### config.mk
export PLATFORM = sky130hd
export DESIGN_NAME = iir_biquad_core
export DESIGN_NICKNAME = d
export VERILOG_FILES = /design/src/rtl/biquad_pkg.sv /design/src/rtl/pulse_sync_edge.sv /design/src/rtl/iir_biquad_core.sv
export SDC_FILE = /design/constraint.sdc
export NUM_CORES = 1
export LEC_CHECK = 0
export BUFFER_PORTS_ARGS = -buffer_cell sky130_fd_sc_hd__buf_2
export CORE_MARGIN = 5
export CORE_UTILIZATION = 51
export CTS_CLUSTER_DIAMETER = 150
export DETAILED_ROUTE_END_ITERATION = 8
export PLACE_DENSITY = 0.69
export SETUP_SLACK_MARGIN = 0.4
export SYNTH_ARGS = -nofsm -noshare
export SYNTH_HDL_FRONTEND = slang
export SYNTH_SLANG_ARGS = --single-unit
### constraint.sdc
create_clock -name CLOCK_50 -period 15.85 [get_ports CLOCK_50]
set_input_delay 0.7925 -clock CLOCK_50 [delete_from_list [all_inputs] [get_ports CLOCK_50]]
set_output_delay 0.7925 -clock CLOCK_50 [all_outputs]
set_load 0.02 [all_outputs]
### src/rtl/biquad_pkg.sv
// Shared widths, sample/coefficient types, FSM states and the output clamp helper
// for the direct-form-I biquad core.
package biquad_pkg;

  localparam int DATA_W    = 16;
  localparam int COEF_W    = 18;
  localparam int FRAC_BITS = 16;
  localparam int ACC_W     = 40;
  localparam int PROD_W    = DATA_W + COEF_W;

  typedef logic signed [DATA_W-1:0] sample_t;
  typedef logic signed [COEF_W-1:0] coef_t;
  typedef logic signed [PROD_W-1:0] prod_t;
  typedef logic signed [ACC_W-1:0]  acc_t;

  typedef enum logic [2:0] {IDLE, MAC0, MAC1, MAC2, MAC3, MAC4, OUT} biquad_state_t;

  typedef struct packed {
    coef_t a0;
    coef_t a1;
    coef_t a2;
    coef_t b1;
    coef_t b2;
  } coef_set_t;

  typedef struct packed {
    sample_t value;
    logic    clamped;
  } sat_result_t;

  localparam sample_t SAMPLE_MAX = sample_t'((2 ** (DATA_W - 1)) - 1);
  localparam sample_t SAMPLE_MIN = sample_t'(-(2 ** (DATA_W - 1)));

  // Scale the Q2.16 accumulator back to sample units (floor) and clamp to the sample range.
  function automatic sat_result_t saturate(input acc_t acc);
    acc_t        r;
    sat_result_t res;
    r = acc >>> FRAC_BITS;
    if (r > acc_t'(SAMPLE_MAX)) begin
      res = '{value: SAMPLE_MAX, clamped: 1'b1};
    end else if (r < acc_t'(SAMPLE_MIN)) begin
      res = '{value: SAMPLE_MIN, clamped: 1'b1};
    end else begin
      res = '{value: r[DATA_W-1:0], clamped: 1'b0};
    end
    return res;
  endfunction

endpackage

### src/rtl/pulse_sync_edge.sv
// Two-flop synchronizer for an asynchronous level followed by a rising-edge detector;
// pulse is high for one clock after the synchronized level goes 0 -> 1.
module pulse_sync_edge (
  input  logic clk,
  input  logic rst,
  input  logic level,
  output logic pulse
);

  logic meta;
  logic sync;
  logic sync_prev;

  // NOTE: flops use non-blocking assignments so every stage samples the pre-edge value of the one before it.
  always_ff @(posedge clk or posedge rst) begin
    if (rst) begin
      meta      <= 1'b0;
      sync      <= 1'b0;
      sync_prev <= 1'b0;
    end else begin
      meta      <= level;
      sync      <= meta;
      sync_prev <= sync;
    end
  end

  assign pulse = sync & ~sync_prev;

endmodule

### src/rtl/iir_biquad_core.sv
// Direct-form-I biquad for one audio channel, one shared 18x16 multiplier sequenced by an FSM.
// Define BIQUAD_SAT_EN to clamp the output and add the sat_flag port; otherwise the output wraps.
module iir_biquad_core
  import biquad_pkg::*;
(
  input  logic                     CLOCK_50,
  input  logic                     AUD_DACLRCK,
  input  logic                     new_sample,
  input  logic                     new_coefficients,
  input  logic signed [DATA_W-1:0] sample_in,
  input  logic signed [COEF_W-1:0] a0_load,
  input  logic signed [COEF_W-1:0] a1_load,
  input  logic signed [COEF_W-1:0] a2_load,
  input  logic signed [COEF_W-1:0] b1_load,
  input  logic signed [COEF_W-1:0] b2_load,
  output logic signed [DATA_W-1:0] sample_out,
  output logic                     out_valid,
  output logic                     busy
`ifdef BIQUAD_SAT_EN
  ,
  output logic                     sat_flag
`endif
);

  biquad_state_t state;
  biquad_state_t state_next;
  coef_set_t     coef;
  logic          coef_pend;
  logic          edge_p;
  sample_t       x0, x1, x2, y1, y2;
  acc_t          acc;
  coef_t         mul_a;
  sample_t       mul_b;
  prod_t         product;
  acc_t          product_ext;
  sample_t       y_new;

  pulse_sync_edge u_sample_sync (
    .clk   (CLOCK_50),
    .rst   (AUD_DACLRCK),
    .level (new_sample),
    .pulse (edge_p)
  );

  always_ff @(posedge CLOCK_50 or posedge AUD_DACLRCK) begin
    if (AUD_DACLRCK) state <= IDLE;
    else             state <= state_next;
  end

  // NOTE: every always_comb output gets a default first, so no path can infer a latch.
  always_comb begin
    state_next = state;
    busy       = 1'b1;
    unique case (state)
      IDLE: begin
        busy = 1'b0;
        if (edge_p) state_next = MAC0;
      end
      MAC0:    state_next = MAC1;
      MAC1:    state_next = MAC2;
      MAC2:    state_next = MAC3;
      MAC3:    state_next = MAC4;
      MAC4:    state_next = OUT;
      OUT:     state_next = IDLE;
      default: state_next = IDLE;
    endcase
  end

  always_comb begin
    mul_a = coef.a0;
    mul_b = x0;
    case (state)
      MAC1: begin mul_a = coef.a1; mul_b = x1; end
      MAC2: begin mul_a = coef.a2; mul_b = x2; end
      MAC3: begin mul_a = coef.b1; mul_b = y1; end
      MAC4: begin mul_a = coef.b2; mul_b = y2; end
      default: ;
    endcase
  end

  assign product     = prod_t'(mul_a) * prod_t'(mul_b);
  assign product_ext = acc_t'(product);

`ifdef BIQUAD_SAT_EN
  sat_result_t sat_res;
  assign sat_res = saturate(acc);
  assign y_new   = sat_res.value;
`else
  // Floor-shift then keep the low DATA_W bits: two's-complement wrap on overflow.
  assign y_new = acc[FRAC_BITS +: DATA_W];
`endif

  always_ff @(posedge CLOCK_50 or posedge AUD_DACLRCK) begin
    if (AUD_DACLRCK) begin
      coef       <= '0;
      coef_pend  <= 1'b0;
      x0         <= '0;
      x1         <= '0;
      x2         <= '0;
      y1         <= '0;
      y2         <= '0;
      acc        <= '0;
      sample_out <= '0;
      out_valid  <= 1'b0;
`ifdef BIQUAD_SAT_EN
      sat_flag   <= 1'b0;
`endif
    end else begin
      out_valid <= 1'b0;
`ifdef BIQUAD_SAT_EN
      sat_flag  <= 1'b0;
`endif
      // Coefficients only move in IDLE; a request seen mid-step waits in coef_pend.
      if (state == IDLE) begin
        if (new_coefficients || coef_pend) begin
          coef      <= '{a0: a0_load, a1: a1_load, a2: a2_load, b1: b1_load, b2: b2_load};
          coef_pend <= 1'b0;
        end
        if (edge_p) x0 <= sample_in;
      end else if (new_coefficients) begin
        coef_pend <= 1'b1;
      end

      case (state)
        MAC0:       acc <= product_ext;
        MAC1, MAC2: acc <= acc + product_ext;
        MAC3, MAC4: acc <= acc - product_ext;
        OUT: begin
          sample_out <= y_new;
          out_valid  <= 1'b1;
          x2         <= x1;
          x1         <= x0;
          y2         <= y1;
          y1         <= y_new;
`ifdef BIQUAD_SAT_EN
          sat_flag   <= sat_res.clamped;
`endif
        end
        default: ;
      endcase
    end
  end

endmodule

==> impl_results.md <==
* PortBufs at 127
* Largest family of logic cells by synthesized area: adder cells
* Compound-Gate Fraction of Synth Area at 11.1%
* Met1 WL at 26.8 mm
* Min Clock Period, post-route at 12.05 ns
* Max transition margin at 29.4%
* CP Data Required Time at 16.30 ns
* Fmax at 0.0830 GHz
* Setup TNS at 0 ns
* DR DRC count at 0
* Least-Margin Pin Slew at 1.06 ns
* Met2 WL post-DR at 27.9 mm
* Final cell count without fillers at 2988
* Final number of setup-violating endpoints at 0
* Yosys top cell by area: fa_1
* Multi-input logic area at 0.0148 mm^2
* Multiplexer share of the synthesized area at 6.46%
* Sink Count at 210
* Synth Register Bits at 210
* Drt via density at 5.70
* Arrival time of the worst setup path at 12.50 ns
* Layout fillers at 3735
* Clock Path Buffers at 3
* Crit Path Max Fanout at 57
* Drt pass-1 iters at 8
* Main flop type after synthesis: dfrtp_1
* Clk_lat worst skew at 0.54 ns
* FFs w/ async S/R, synth at 100%
* Routed wl met3 at 4.07 mm
* CTS Buf Count at 23
* Routed Antenna Nets at 0
* Synth Cell Area at 0.0216 mm^2
* Post-Synth XOR/XNOR Area at 3.74%
* Mapped Cells at 2341
* Simple-gate share of the synthesized area at 14.4%
* First-pass GRT wire length at 98.0 mm
* CTS tree: yes
* Layout net count at 2937
* Highest metal used: met4
* Clk_skew at 0.0152 ns
* Grt ovf at 0
* CP most frequent cell: fa_1
* Post-cts resize count at 0
* H-tree levels at 1
* FF/Latch Area at 0.00526 mm^2
* Setup bufs post-CTS at 0
* Syn avg cell area at 9.24 um^2
* RSZ-0062 raised after global routing: no
* Gr usage total at 26.3%
* Hpwl dp at 48.2 mm
* Maximum Capacitance Violations at 0
* Initial antenna violation count at 0
* Outcome: completed
* Most frequent cells in the layout: nand2_1 (363), inv_1 (352), fa_1 (277)
* Distinct cells, synth at 80
* Post-placement cell count at 2949
* Wire length per cell at 20.5 um
* Largest net degree at the start of global routing at 149
* Vias in the first global route at 17742
* Initial core utilization at 51.6%
* Cts hold-fix bufs at 0
* Hold Crit Class: reg -> reg
* Yosys Warn Count at 0
* Post-synth EDFFs at 0
* Via count at 17036
* Period utilisation layout at 76.0%
* Die Y-Extent at 216 um
* WS Path Type: reg -> reg
* 1st-iter DRT viols at 1400
* Ports at 128
* Die area at 0.0466 mm^2
* Adder-cell share of the synthesized area at 32.3%
* Routed wire length at 61.2 mm
* Post-synth top area share at 25.6%
* Root buf cell: clkbuf_16
* Row count at 75
* CP endpoint kind: register
* Core area at 0.0419 mm^2
* Max Slew Vio Count at 0
* Layout cells sized above 1 at 14.3%
* Crit path largest cell delay at 0.91 ns
* Startpoint types: register
* Clock transition at path regs at 0.06 ns
* Register area share after synthesis at 24.3%
* Global placement routability congestion at 0.936
* Synth-to-Final Area Change at 9.46%
* N_diodes at 0
* Most common library cell in the layout ignoring fill and taps: nand2_1
* CP max-delay cell: a2111oi_0
* Top post-synthesis cells by area: fa_1 (26%), dfrtp_1 (24%), ha_1 (6.7%)
* Final Hold Violating Endpoints at 0
* Synth Net Count at 2843
* Die Wd at 216 um
## flip-flops by register name, summed over array words and instances (netlist names)
| name | count |
|---|---|
| x2 | 16 |
| x0 | 16 |
| u_sample_sync.sync | 1 |
| coef | 90 |
| coef_pend | 1 |
| acc | 32 |
| u_sample_sync.meta | 1 |
| x1 | 16 |
| out_valid | 1 |
| y2 | 16 |
| state | 3 |
| y1 | 16 |
| u_sample_sync.sync_prev | 1 |
## critical path: cells and delay by family (launching register included)
family / cells / cell delay, ns
simple gates: 7 / 1.10
compound gates: 15 / 3.96
fa+ha+maj: 8 / 3.86
buf+inv: 6 / 1.28
xor+xnor: 3 / 0.92
flops: 1 / 0.80
## synthesized netlist by cell type, drive strengths merged (10+ instances only)
library cell,instances
nand2,363
inv,354
fa,277
nor2,219
dfrtp,210
mux2,117
ha,115
a21oi,74
o21ai,72
clkbuf,69
xnor2,51
nand3,40
xor2,37
o21a,33
a21o,24
a222oi,23
nor3,21
nand2b,19
buf,18
a22oi,16
a211oi,13
nor2b,13
a31oi,12
and2,11
and3,10
o22ai,10
## layout make-up
cell class / instances / share of cell area, %
clock inverter: 7 / 0.454
tap: 539 / 2.85
sequential: 210 / 22.2
inverter: 355 / 5.66
timing repair buffer: 156 / 3.60
multi-input combinational: 1689 / 62.3
clock buffer: 32 / 2.95
## worst paths after layout
path / startpoint / end / slack [ns] / cells after the start
worst max-delay path: state[2] / acc[31] / 3.80 / 39
min in group asynchronous: AUD_DACLRCK / y1[7] / 0.50 / 2
worst min register to register: u_sample_sync.meta / u_sample_sync.sync / 0.37 / 0
worst min-delay path: u_sample_sync.meta / u_sample_sync.sync / 0.37 / 0
max in group asynchronous: AUD_DACLRCK / coef[11] / 13.90 / 3
worst max register to register: state[2] / acc[31] / 3.80 / 39
## through the flow
step | cell area [um^2] | setup WS, ns | hold WS (ns) | utilization (%)
after floorplan | 21600 | 5.92 | 0.331 | -
after global placement | 22900 | 4.18 | 0.353 | 54.5
after detailed placement | 22900 | 4.06 | 0.336 | 54.5
after CTS | 23700 | 4.00 | 0.360 | 56.5
after global routing | 23700 | 3.25 | 0.366 | 56.5
final | 23700 | 3.80 | 0.366 | 56.5
## metal layers
layer / global-route usage [%] / vias up
li1: - / 7782
met1: 37.3 / 8488
met2: 41.6 / 641
met3: 3.95 / 125
met4: 9.07 / 0
met5: 0 / -
## cell families (layout without fill, tap and decap cells)
group           count (synthesis)  count (layout)
simple gates                  735             735
buf+inv                       442             550
flops                         210             210
fa+ha+maj                     392             392
compound gates                348             348
xor+xnor                       89              89
mux                           125             125
Power is not shown: default switching activity piles up to over one toggle a cycle in this logic, so the estimate is an artifact.
